File: config.mk
export PLATFORM = sky130hd
export DESIGN_NAME = rule_unit_arb
export DESIGN_NICKNAME = d
export VERILOG_FILES = /design/src/rtl/rule_unit_arb_pkg.sv /design/src/rtl/rule_unit_arb_fifo.sv /design/src/rtl/rule_unit_arb.sv
export SDC_FILE = /design/constraint.sdc
export NUM_CORES = 1
export LEC_CHECK = 0
export CAP_MARGIN = 20
export CORE_ASPECT_RATIO = 1.4
export CORE_MARGIN = 10
export CORE_UTILIZATION = 50
export DETAILED_ROUTE_END_ITERATION = 10
export PLACE_DENSITY = 0.73
export SLEW_MARGIN = 20
export SYNTH_ARGS = -nofsm -noshare
export SYNTH_HDL_FRONTEND = slang
export SYNTH_SLANG_ARGS = --single-unit
File: constraint.sdc
create_clock -name clk -period 5.96 [get_ports clk]
set_input_delay 1.192 -clock clk [delete_from_list [all_inputs] [get_ports clk]]
set_output_delay 1.192 -clock clk [all_outputs]
set_load 0.05 [all_outputs]
File: src/rtl/rule_unit_arb_pkg.sv
// Shared sizing, FSM encodings and tag/result records for the rule_unit arbiter.
package rule_unit_arb_pkg;

    localparam int NUM_REQ     = 4;
    localparam int RULE_AWIDTH = 16;
    localparam int REQ_IDW     = $clog2(NUM_REQ);

    localparam logic STATE_IDLE   = 1'b0;
    localparam logic STATE_LOCKED = 1'b1;

    typedef struct packed {
        logic [REQ_IDW-1:0]     req_id;
        logic [RULE_AWIDTH-1:0] rule;
        logic                   last;
    } ru_tag_t;

    typedef struct packed {
        logic [REQ_IDW-1:0]     req_id;
        logic [RULE_AWIDTH-1:0] rule;
        logic                   match;
        logic                   last;
    } ru_result_t;

    // First valid requester at or after ptr, wrapping; returns ptr when none is valid.
    function automatic logic [REQ_IDW-1:0] rrPick(input logic [NUM_REQ-1:0] valid,
                                                  input logic [REQ_IDW-1:0] ptr);
        logic [REQ_IDW-1:0] pick;
        logic [REQ_IDW-1:0] idx;
        pick = ptr;
        for (int k = NUM_REQ - 1; k >= 0; k--) begin
            idx = ptr + REQ_IDW'(k);
            if (valid[idx]) pick = idx;
        end
        return pick;
    endfunction

endpackage

File: src/rtl/rule_unit_arb_fifo.sv
// Show-ahead result FIFO with occupancy count; a write may coincide with a pop,
// including when full.
module ru_result_fifo #(
    parameter int WIDTH = 8,
    parameter int DEPTH = 32
) (
    input  logic                   clk,
    input  logic                   rst_n,
    input  logic                   wr_en_i,
    input  logic [WIDTH-1:0]       wr_data_i,
    input  logic                   rd_en_i,
    output logic [WIDTH-1:0]       rd_data_o,
    output logic                   empty_o,
    output logic [$clog2(DEPTH):0] count_o
);
    localparam int AW = $clog2(DEPTH);
    localparam int CW = AW + 1;

    logic [WIDTH-1:0] mem_q [DEPTH];
    logic [AW-1:0]    wrPtr_q, rdPtr_q;
    logic [AW:0]      count_q, count_d;
    logic             full, doWr, doRd;

    assign full      = (count_q == CW'(DEPTH));
    assign empty_o   = (count_q == '0);
    assign doRd      = rd_en_i && !empty_o;
    assign doWr      = wr_en_i && (!full || doRd);
    assign rd_data_o = mem_q[rdPtr_q];
    assign count_o   = count_q;

    always_comb begin
        count_d = count_q;
        case ({doWr, doRd})
            2'b10:   count_d = count_q + 1'b1;
            2'b01:   count_d = count_q - 1'b1;
            default: count_d = count_q;
        endcase
    end

    always_ff @(posedge clk) begin
        if (!rst_n) begin
            wrPtr_q <= '0;
            rdPtr_q <= '0;
            count_q <= '0;
        end else begin
            if (doWr) wrPtr_q <= wrPtr_q + 1'b1;
            if (doRd) rdPtr_q <= rdPtr_q + 1'b1;
            count_q <= count_d;
        end
    end

    always_ff @(posedge clk) begin
        if (doWr) mem_q[wrPtr_q] <= wr_data_i;
    end

    // Issue credit should make this impossible; a hit means the accounting broke.
    assert property (@(posedge clk) disable iff (!rst_n) !(wr_en_i && full && !rd_en_i));

endmodule

File: src/rtl/rule_unit_arb.sv
// Round-robin arbiter sharing one rule_unit between requesters, with per-packet
// locking, credit-based issue and a tagged delay line that pairs rule_unit matches.
module rule_unit_arb
    import rule_unit_arb_pkg::*;
#(
    parameter int PIPE_LAT  = 16,
    parameter int OUT_DEPTH = 32
) (
    input  logic                           clk,
    input  logic                           rst_n,
    input  logic [NUM_REQ-1:0]             req_valid,
    output logic [NUM_REQ-1:0]             req_ready,
    input  logic [NUM_REQ*RULE_AWIDTH-1:0] req_rule,
    input  logic [NUM_REQ*16-1:0]          req_src_port,
    input  logic [NUM_REQ*16-1:0]          req_dst_port,
    input  logic [NUM_REQ-1:0]             req_tcp,
    input  logic [NUM_REQ-1:0]             req_last,
    output logic [RULE_AWIDTH-1:0]         ru_rule_data,
    output logic                           ru_rule_valid,
    output logic [15:0]                    ru_src_port,
    output logic [15:0]                    ru_dst_port,
    output logic                           ru_tcp,
    input  logic                           ru_match,
    output logic                           out_valid,
    input  logic                           out_ready,
    output logic [REQ_IDW-1:0]             out_req_id,
    output logic [RULE_AWIDTH-1:0]         out_rule,
    output logic                           out_match,
    output logic                           out_last
);
    localparam int CNT_W = $clog2(OUT_DEPTH) + 1;

    logic                   state_q, state_d;
    logic [REQ_IDW-1:0]     rrPtr_q, rrPtr_d;
    logic [REQ_IDW-1:0]     owner_q, owner_d;
    logic [CNT_W-1:0]       inflight_q, inflight_d;
    logic [CNT_W-1:0]       fifoCount;
    logic                   fifoEmpty;
    logic                   creditOk;
    logic [REQ_IDW-1:0]     winner, grantId;
    logic                   accept, acceptLast;

    logic                   ruValid_q;
    logic [RULE_AWIDTH-1:0] ruRule_q;
    logic [15:0]            ruSrc_q, ruDst_q;
    logic                   ruTcp_q;
    logic [REQ_IDW-1:0]     issueId_q;
    logic                   issueLast_q;

    logic                   tagValid_q [PIPE_LAT];
    ru_tag_t                tag_q      [PIPE_LAT];
    logic                   fifoWr;
    ru_result_t             fifoWdata, fifoRdata;

    // Beats in the rule_unit pipe already own a FIFO slot, so they count against credit.
    assign creditOk = (inflight_q + fifoCount) < CNT_W'(OUT_DEPTH);

    assign winner     = rrPick(req_valid, rrPtr_q);
    assign grantId    = (state_q == STATE_LOCKED) ? owner_q : winner;
    assign accept     = |(req_valid & req_ready);
    assign acceptLast = req_last[grantId];

    always_comb begin
        req_ready = '0;
        if (rst_n && creditOk && ((state_q == STATE_LOCKED) || (|req_valid)))
            req_ready[grantId] = 1'b1;
    end

    always_comb begin
        state_d = state_q;
        rrPtr_d = rrPtr_q;
        owner_d = owner_q;
        if (accept) begin
            if (acceptLast) begin
                state_d = STATE_IDLE;
                rrPtr_d = grantId + 1'b1;
            end else begin
                state_d = STATE_LOCKED;
                owner_d = grantId;
            end
        end
    end

    always_comb begin
        inflight_d = inflight_q;
        if (accept && !fifoWr)      inflight_d = inflight_q + 1'b1;
        else if (!accept && fifoWr) inflight_d = inflight_q - 1'b1;
    end

    always_ff @(posedge clk) begin
        if (!rst_n) begin
            state_q     <= STATE_IDLE;
            rrPtr_q     <= '0;
            owner_q     <= '0;
            inflight_q  <= '0;
            ruValid_q   <= 1'b0;
            ruRule_q    <= '0;
            ruSrc_q     <= '0;
            ruDst_q     <= '0;
            ruTcp_q     <= 1'b0;
            issueId_q   <= '0;
            issueLast_q <= 1'b0;
        end else begin
            state_q    <= state_d;
            rrPtr_q    <= rrPtr_d;
            owner_q    <= owner_d;
            inflight_q <= inflight_d;
            ruValid_q  <= accept;
            if (accept) begin
                ruRule_q    <= req_rule[int'(grantId) * RULE_AWIDTH +: RULE_AWIDTH];
                ruSrc_q     <= req_src_port[int'(grantId) * 16 +: 16];
                ruDst_q     <= req_dst_port[int'(grantId) * 16 +: 16];
                ruTcp_q     <= req_tcp[grantId];
                issueId_q   <= grantId;
                issueLast_q <= acceptLast;
            end
        end
    end

    // Tag delay line lines up with the rule_unit latency; only valids need clearing.
    always_ff @(posedge clk) begin
        if (!rst_n) begin
            for (int i = 0; i < PIPE_LAT; i++) tagValid_q[i] <= 1'b0;
        end else begin
            tagValid_q[0] <= ruValid_q;
            for (int i = 1; i < PIPE_LAT; i++) tagValid_q[i] <= tagValid_q[i-1];
        end
    end

    always_ff @(posedge clk) begin
        tag_q[0] <= '{req_id: issueId_q, rule: ruRule_q, last: issueLast_q};
        for (int i = 1; i < PIPE_LAT; i++) tag_q[i] <= tag_q[i-1];
    end

    assign fifoWr    = tagValid_q[PIPE_LAT-1];
    assign fifoWdata = '{req_id: tag_q[PIPE_LAT-1].req_id,
                         rule:   tag_q[PIPE_LAT-1].rule,
                         match:  ru_match,
                         last:   tag_q[PIPE_LAT-1].last};

    ru_result_fifo #(
        .WIDTH($bits(ru_result_t)),
        .DEPTH(OUT_DEPTH)
    ) uResultFifo (
        .clk       (clk),
        .rst_n     (rst_n),
        .wr_en_i   (fifoWr),
        .wr_data_i (fifoWdata),
        .rd_en_i   (out_ready),
        .rd_data_o (fifoRdata),
        .empty_o   (fifoEmpty),
        .count_o   (fifoCount)
    );

    assign ru_rule_valid = ruValid_q;
    assign ru_rule_data  = ruRule_q;
    assign ru_src_port   = ruSrc_q;
    assign ru_dst_port   = ruDst_q;
    assign ru_tcp        = ruTcp_q;

    assign out_valid  = !fifoEmpty;
    assign out_req_id = fifoRdata.req_id;
    assign out_rule   = fifoRdata.rule;
    assign out_match  = fifoRdata.match;
    assign out_last   = fifoRdata.last;

endmodule

=== Yosys cells after proc, flatten, opt, wreduce, memory -nomap -nowiden ===
Memory sizes are Yosys's and may differ from the RTL's. A register that Yosys moved wholly into a read port is not among the register bits.
Index checks and enable logic that the tools add are counted.

* RAM bits: 960
* Word-level logic and storage cells: 125
* Memories: 3
* Input bits: 208
* Bits in registers: 80
* Memory bits (read-only): 0
* Bits in latches: 0
* Output and inout port bits: 75

* Add/subtract/negate cells: 11
* Reduce and logical (&&, ||, !) cells: 20
* Divide/modulo/power cells: 0
* Mux-type cells: 46
* Shift operators: 3
* $lt $le $gt $ge: 7
* Bitwise logic cells: 18
* Multipliers: 0
* Eq/ne operators: 3

{| class="wikitable"
|+ Memory list
! name !! depth !! width !! read ports !! clocked after memory_dff !! wr ports !! line !! text
|-
| uResultFifo.mem_q || 32 || 20 || 1 || 1 || 1 || rule_unit_arb_fifo.sv:19 || <nowiki>logic [WIDTH-1:0] mem_q [DEPTH];</nowiki>
|-
| tag_q || 16 || 19 || 16 || 0 || 16 || rule_unit_arb.sv:51 || <nowiki>ru_tag_t tag_q [PIPE_LAT];</nowiki>
|-
| tagValid_q || 16 || 1 || 16 || 0 || 16 || rule_unit_arb.sv:50 || <nowiki>logic tagValid_q [PIPE_LAT];</nowiki>
|}

{| class="wikitable"
|+ Operators with widths
! kind !! count
|-
| $shiftx 64x7->16 || 3
|-
| $mux 1 || 28
|-
| $or 1x1->1 || 16
|-
| $lt 2x3->1 const B || 5
|-
| $add 6x1->6 const B || 2
|-
| $bmux 1 s2 || 6
|-
| $mux 6 || 2
|-
| $pmux 6 s2 || 1
|-
| $sub 6x1->6 const B || 2
|-
| $add 5x1->5 const B || 2
|-
| $mux 2 || 5
|-
| $mux 5 || 2
|-
| $reduce_or 4->1 || 2
|-
| $logic_and 1x1->1 || 7
|-
| $add 6x6->6 || 1
|-
| $eq 6x6->1 const B || 1
|-
| $logic_not 6->1 || 1
|-
| $lt 6x6->1 const B || 1
|-
| $add 2x1->2 const B || 2
|-
| $add 2x2->2 const B || 2
|-
| $and 4x4->4 || 1
|-
| $logic_not 1->1 || 4
|-
| $mux 4 || 1
|-
| $reduce_and 2->1 || 2
|-
| 7 further kinds || 9
|}

=== Logic depth before layout (Yosys ltp) ===
Gate-level depths: netlist of run 1.

* Depth after elaboration: 19
* Gate-level depth with buffers: 18
* Mapped depth without buffers: 16

=== Modules after synthesis ===
From an unflattened synthesis of run 1, not the netlist that was laid out.

* Cells, all modules: 2218
* Area, all modules: 37669.9 um^2

{| class="wikitable"
|+ Modules (own cells, without submodules)
! module !! instances !! sequential area each (um^2) !! area each (um^2) !! cells each
|-
| ru_result_fifo || 1 || 19638.8 || 25398.1 || 1064
|-
| rule_unit_arb || 1 || 7687.4 || 12271.8 || 1154
|}

=== Worst setup path before layout of run 1 ===
Ideal clock, no wire load.

* Kind: input to register
* Start point: input port req_valid[0]
* End point: register inflight_q[5]
* Data required time: 5.884 ns
* Cell stages on the path: 18
* Arrival: 4.670 ns
* Setup time: 0.076 ns
* Path slack: 1.214 ns
* Path buffers: 3
* Cell sequence: nor2b_1 o21ba_1 or4_1 clkbuf_1 o32a_1 a31oi_4 buf_6 buf_6 ha_1 inv_1 ha_1 a21o_1 a21oi_1 o21bai_1 a21oi_1 xnor2_1 or3_1 a21boi_0

* Word-level cells in the longest chain between the ends: 17
* Elaborated cells between the ends (all ways): 29
* Those cells by class: 2 x order compare; 17 x mux; 1 x bitwise; 9 x reduce/logical

{| class="wikitable"
|+ Ends and longest elaborated chain
! what !! line !! text
|-
| from (decl) || rule_unit_arb.sv:11 || <nowiki>input logic [NUM_REQ-1:0] req_valid,</nowiki>
|-
| $bmux 1 s2 || rule_unit_arb_pkg.sv:32 || <nowiki>if (valid[idx]) pick = idx;</nowiki>
|-
| $mux 1 (implied by the code) || rule_unit_arb_pkg.sv:32 ||
|-
| $mux 2 (4 in series) || rule_unit_arb_pkg.sv:32 ||
|-
| $mux 2 || rule_unit_arb.sv:59 || <nowiki>assign grantId = (state_q == STATE_LOCKED) ? owner_q : winner;</nowiki>
|-
| $lt 2x3->1 (implied by the code) or $ge 2x1->1 (tied branches) || rule_unit_arb.sv:66 || <nowiki>req_ready[grantId] = 1'b1;</nowiki>
|-
| $logic_and 1x1->1 (implied by the code) || rule_unit_arb.sv:66 ||
|-
| $mux 1 (implied by the code) || rule_unit_arb.sv:66 ||
|-
| $demux 1 s2 || rule_unit_arb.sv:66 ||
|-
| $mux 4 || rule_unit_arb.sv:65 || <nowiki>if (rst_n && creditOk && ((state_q == STATE_LOCKED) || (|req_valid)))</nowiki>
|-
| $and 4x4->4 (*) || rule_unit_arb.sv:60 || <nowiki>assign accept = |(req_valid & req_ready);</nowiki>
|-
| $reduce_or 4->1 (*) || rule_unit_arb.sv:60 ||
|-
| named net accept || rule_unit_arb.sv:41 || <nowiki>logic accept, acceptLast;</nowiki>
|-
| $logic_not 1->1 || rule_unit_arb.sv:87 || <nowiki>else if (!accept && fifoWr) inflight_d = inflight_q - 1'b1;</nowiki>
|-
| $logic_and 1x1->1 || rule_unit_arb.sv:87 ||
|-
| $reduce_bool 2->1 (no line) || n/a ||
|-
| to (signal assigned) || rule_unit_arb.sv:107 || <nowiki>inflight_q <= inflight_d;</nowiki>
|-
| to (decl) || rule_unit_arb.sv:36 || <nowiki>logic [CNT_W-1:0] inflight_q, inflight_d;</nowiki>
|}

Mark *: on every way through the listed nets, which the timed path passes. The rest lies on a longest branch. The select of a mux whose other input is x is not followed.
A chain may end at the register's enable or synchronous reset.

=== Final worst setup path of run 1 ===
* Start point: input port req_valid[1]
* End point: output port req_ready[1]

* Word-level cells in the longest chain between the ends: 12
* Elaborated cells between the ends (all ways): 22
* Those cells by class: 2 x order compare; 16 x mux; 4 x reduce/logical

{| class="wikitable"
|+ Ends and longest elaborated chain
! what !! line !! text
|-
| $bmux 1 s2 || rule_unit_arb_pkg.sv:32 ||
|-
| $mux 1 (implied by the code) || rule_unit_arb_pkg.sv:32 ||
|-
| $mux 2 (4 in series) || rule_unit_arb_pkg.sv:32 ||
|-
| $mux 2 || rule_unit_arb.sv:59 ||
|-
| $lt 2x3->1 (implied by the code) or $ge 2x1->1 (tied branches) || rule_unit_arb.sv:66 ||
|-
| $logic_and 1x1->1 (implied by the code) || rule_unit_arb.sv:66 ||
|-
| $mux 1 (implied by the code) || rule_unit_arb.sv:66 ||
|-
| $demux 1 s2 || rule_unit_arb.sv:66 ||
|-
| $mux 4 (*) || rule_unit_arb.sv:65 ||
|-
| to (decl) || rule_unit_arb.sv:12 || <nowiki>output logic [NUM_REQ-1:0] req_ready,</nowiki>
|}

Mark *: on every way between the ends. The rest lies on a longest branch, timed or not. The select of a mux whose other input is x is not followed.

==> results of run 1 <==
-- metal layers --
metal,up-vias,GRT usage
met3,152,0.05156
met1,8806,0.2096
met2,778,0.3233
met5,-,0
met4,0,0.06438
li1,7799,-
-- cell usage in the layout, fill, tap and decap left out, types with 18 or more instances in the layout --
cell type / n
mux2_2: 20
nand2_1: 24
nor2_4: 32
clkbuf_16: 91
clkdlybuf4s50_1: 280
mux2i_1: 208
clkbuf_1: 25
mux4_2: 200
ha_1: 18
nor2b_1: 60
and2_1: 31
dfxtp_1: 401
edfxtp_1: 640
-- through the flow --
stage          area, um2  hold WS (ps)
2_1_floorplan      36390         309.6
3_3_place_gp       40460         309.8
3_5_place_dp       40460         312.1
4_1_cts            43270         314.6
5_1_grt            43290         319.3
6_report           43290         307.0
-- flip-flops by register name (all words and copies together) (netlist names), named ones only --
register / count
uResultFifo.mem_q: 640
tag_q: 304
ru_dst_port: 16
ru_rule_data: 16
ru_src_port: 16
tagValid_q: 16
inflight_q: 6
uResultFifo.count_o: 6
uResultFifo.rdPtr_q: 5
uResultFifo.wrPtr_q: 5
issueId_q: 2
owner_q: 2
rrPtr_q: 2
issueLast_q: 1
ru_rule_valid: 1
ru_tcp: 1
state_q: 1
-- power breakdown --
part / internal [mW] / switching, mW
sequential: 8.80 / 0.623
combinational: 2.12 / 2.33
clock: 3.08 / 2.47
-- logic make-up after synthesis --
logic type	after synthesis	synth area share
DFF	1045	0.7510
muxes	428	0.1872
and+or+nand+nor	191	0.02823
buffers and inverters	102	0.01159
AOI/OAI and AO/OA	53	0.01035
adders and majority gates	20	0.007290
xor gates and xnor gates	18	0.004333
-- critical path, stage by stage --
cell and delay [ps]:
clkdlybuf4s50_1 610, nor2b_1 100, o21ba_1 210, or4_1 640, o22ai_1 250, nor2b_1 190
clkdlybuf4s50_1 830
-- final cells by class --
class / count / share of cell area
inverters: 14 / 0.001214
flip-flops and latches: 1045 / 0.6315
repair buffers: 299 / 0.06908
multi-input cells: 710 / 0.2057
clock inverters: 33 / 0.005752
well taps: 952 / 0.02752
clock buffers: 130 / 0.05923
-- final timing paths --
path	from	end	slack, ps	cells past startpoint
setup reg to reg	uResultFifo.count_o[1]$_SDFFE_PN0P_	inflight_q[5]$_SDFFE_PN0P_	1910	16
hold / removal	tag_q[3][19]$_DFF_P_	tag_q[3][38]$_DFF_P_	310	0
hold reg to reg	tag_q[3][19]$_DFF_P_	tag_q[3][38]$_DFF_P_	310	0
setup / recovery	req_valid[1]	req_ready[1]	750	7
==> out/metrics.yaml, run 1 <==
run_status: "finished clean"
yosysWarnings: 0
synth_flop_cell: "edfxtp_1"
hold_buffers: 0
synth_edf_count: 640
yosys.area.top_type: "edfxtp_1"
synth_top_area_frac: 0.5282
start_kind: "input port"
drcViolationCount: 0
syn_inst: 1857
htreeDepth: 3
grt_pass1_vias: 18980
die_y_um: 339.2
seq_area_mm2: 0.02734
initial_utilization: 0.5021
vias: 17535
netlist-cell-type-count: 52
hpwlAfterDp_um: 47610
p_leak_nw: 14.89
drtPass1Iterations: 5
m1WireLength_um: 27710
clock-sinks: 1045
finClkSkew_ps: 30.81
cts_setup_buffers: 0
final_cell_count_no_fill: 3183
grt_max_degree: 97
syn2layout_area_growth_pct: 18.96
place_ws_ps: 663.1
hold_class: "reg -> reg"
drive_above_1_share: 0.1851
cp_data_required_time_ps: 4770
num_rows: 117
cts_resized: 0
fillCellCount: 5212
yosysMostFrequentCell: "edfxtp_1"
irDropWorstVdd_uv: 472.5
port_buffers: 282
drt_iter0_markers: 1070
synth-seq-cells: 1045
tightest_slew_ps: 1048
tritoncts: "yes"
cp.arrival_ps: 4020
async_flop_share: 0
post-route-util: 0.5974
wl_met2_um: 40350
drv_cap: 0
routed_wl_um: 76580
top_layer: "met4"
min_period_ps: 5210
setup_viol: 0
synthTopCellsByCount: "edfxtp_1 (640), dfxtp_1 (405), mux2i_1 (208), mux4_2 (200), nor2b_1 (60)"
grtUsageTotal: 0.1837
antenna_found_initial: 2
clk_latency_ps: 630
synth_nets: 2085
clk_path_buf_depth: 3
critPathKind: "in -> out"
coreArea_mm2: 0.07246
min_period_over_period: 0.8742
root_buffer: "clkbuf_16"
timing.fmax_mhz: 191.9
die-width_um: 248.0
finalMaxSlewViolations: 0
grt-ovfl-total: 0
yosysSeqAreaShare: 0.7510
gpl.final_weighted_congestion: 0.8169
viasPerCell: 5.509
synth_area_leaders: "edfxtp_1 (53%), dfxtp_1 (22%), mux4_2 (12%)"
grt_first_pass_wirelength_um: 116400
multi_input_area_mm2: 0.008904
wl_per_cell_um: 24.06
max_slew_margin: 0.3002
num_io_pins: 283
total_power_mw: 19.42
rsz0062_at_grt: "false"
p_per_area_mw_per_mm2: 448.7
timing.final.ws_setup_ps: 749.6
syn_area_per_cell_um2: 19.59
cts_made_buffers: 89
final-hold-violation-count: 0
die_area_mm2: 0.08411
path_clk_slew_ps: 60
syn_area_mm2: 0.03639
dpl.cell_count: 3019
ant_nets: 0
n_antenna_cell: 0
cp-end-kind: "output pin"
tns_ps: 0
nets: 2387
wl_met3_um: 6194
worstPathMaxFanout: 6
Note: power is estimated with default switching activity, not from simulation.
==> run 2, diff against run 1 <==
--- a/config.mk
+++ b/config.mk
@@ -5,7 +5,6 @@
 export SDC_FILE = /design/constraint.sdc
 export NUM_CORES = 1
 export LEC_CHECK = 0
-export CAP_MARGIN = 20
 export CORE_ASPECT_RATIO = 1.4
 export CORE_MARGIN = 10
 export CORE_UTILIZATION = 50
==> results of run 2 <==
Final layout, timing and power as in run 1 (identical DEF).
==> run 3, diff against run 2 <==
--- a/config.mk
+++ b/config.mk
@@ -5,7 +5,7 @@
 export SDC_FILE = /design/constraint.sdc
 export NUM_CORES = 1
 export LEC_CHECK = 0
-export CORE_ASPECT_RATIO = 1.4
+export CORE_ASPECT_RATIO = 1.1
 export CORE_MARGIN = 10
 export CORE_UTILIZATION = 50
 export DETAILED_ROUTE_END_ITERATION = 10
==> run 3 against run 2 <==
  * Die area down 0.17%
  * Non-clock buffer count up 18
  * Final cell count up 0.94%
  * Critical path depth unchanged
  * Fmax down 7.1%
  * Critical endpoint unchanged
  * Largest cell class unchanged
==> out/metrics.yaml, run 3 (synthesis gave the netlist of run 1 again) <==
die_area_mm2: 0.08398
hold_buffers: 0
wl_met3_um: 5780
place_area_mm2: 0.04053
clk_path_buf_depth: 3
r2r_slack_ps: 2000
m1WireLength_um: 29240
die_y_um: 302.9
min_period_over_period: 0.9412
drtPass1Iterations: 5
hold_class: "reg -> reg"
nets: 2413
drive_above_1_share: 0.1936
setup_viol: 0
num_rows: 103
grt_first_pass_wirelength_um: 118000
fillCellCount: 4947
irDropWorstVdd_uv: 501.0
port_buffers: 282
initial_utilization: 0.5060
cts_made_buffers: 97
ant_nets: 0
vias: 17788
finalMaxSlewViolations: 0
final_cell_mix: "edfxtp_1 (640), dfxtp_1 (398), clkdlybuf4s50_1 (281)"
gpl.final_weighted_congestion: 0.9006
timing.fmax_mhz: 178.3
n_antenna_cell: 0
p_leak_nw: 15.24
hpwlAfterDp_um: 46310
grt_max_degree: 102
grt-ovfl-total: 0
routed_wl_um: 77380
largestRegisters: "uResultFifo.mem_q x640, tag_q x304"
clk_latency_ps: 660
max_slew_margin: 0.3019
fin_area_mm2: 0.04382
tightest_slew_ps: 1046
clock-sinks: 1045
grt_pass1_vias: 19048
coreArea_mm2: 0.07191
p_per_area_mw_per_mm2: 458.1
critPathKind: "in -> out"
drcViolationCount: 0
min_period_ps: 5610
cts_setup_buffers: 0
wl_per_cell_um: 24.08
top_layer: "met5"
cp-end-kind: "output pin"
top_register: "uResultFifo.mem_q"
run_status: "finished clean"
tns_ps: 0
drv_cap: 0
antenna_found_initial: 3
root_buffer: "clkbuf_16"
htreeDepth: 3
cp.arrival_ps: 4420
rsz0062_at_grt: "false"
cts_resized: 0
die-width_um: 277.2
largest_reg_flops: 640
path_clk_slew_ps: 60
finClkSkew_ps: 43.85
tritoncts: "yes"
viasPerCell: 5.536
cp_data_required_time_ps: 4770
syn2layout_area_growth_pct: 20.44
worstPathMaxFanout: 7
num_io_pins: 283
drt_iter0_markers: 1559
final_common_cell: "edfxtp_1"
start_kind: "input port"
wl_met2_um: 40220
grtUsageTotal: 0.1848
final-hold-violation-count: 0
## run 3: cell types whose count changed in the layout (fill, tap and decap cells not counted), sizes merged
cell,previous run,this run
clkinv,24,28
bufinv,2,7
inv,16,18
clkbuf,130,141
clkinvlp,5,2
clkdlybuf4s50,280,281
buf,19,36
## run 3: layout make-up
| cell class | count | area [um2] | share of cell area |
|---|---|---|---|
| inverter | 14 | 52.55 | 0.001199 |
| multi-input combinational | 710 | 8806 | 0.2009 |
| sequential | 1045 | 27340 | 0.6239 |
| clock inverter | 41 | 478.0 | 0.01091 |
| tap | 945 | 1182 | 0.02698 |
| clock buffer | 141 | 2788 | 0.06361 |
| timing repair buffer | 317 | 3176 | 0.07246 |
## run 3: path summary, 6_finish.rpt
path / start / end / cells past startpoint
setup / recovery: req_valid[3] / req_ready[1] / 7
setup reg to reg: uResultFifo.count_o[1]$_SDFFE_PN0P_ / inflight_q[5]$_SDFFE_PN0P_ / 16
hold / removal: tag_q[2][73]$_DFF_P_ / tag_q[3][16]$_DFF_P_ / 0
hold reg to reg: tag_q[2][73]$_DFF_P_ / tag_q[3][16]$_DFF_P_ / 0
## run 3: power by group
part | total (mW) | switching [mW] | internal (mW)
Combinational | 4.44 | 2.29 | 2.14
Clock | 6.18 | 2.59 | 3.58
Sequential | 9.46 | 0.655 | 8.81
## run 3: layer usage
| metal | vias up | global-route usage |
|---|---|---|
| met5 | - | 0 |
| met2 | 750 | 0.3214 |
| met1 | 9025 | 0.2217 |
| li1 | 7860 | - |
| met3 | 151 | 0.04866 |
| met4 | 2 | 0.06214 |
## run 3: critical path: stages
cell             delay [ps]
clkdlybuf4s50_1         640
nor2b_1                 120
o21a_1                  230
or4_1                   600
o22ai_1                 270
nor2b_1                 460
clkdlybuf4s50_1         910
## run 3: stage by stage
step / worst slack [ps] / hold WS, ps / total power [mW] / std cells / util
floorplan: 1214 / 309.6 / 12.68 / 1857 / -
global placement: 582.6 / 309.7 / 13.94 / 3030 / 0.5635
detailed placement: 463.4 / 312.1 / 14.08 / 3030 / 0.5635
CTS: 439.2 / 305.3 / 20.27 / 3212 / 0.6090
global route: 364.7 / 320.4 / 20.95 / 3213 / 0.6094
finish: 350.2 / 302.3 / 20.08 / 3213 / 0.6094
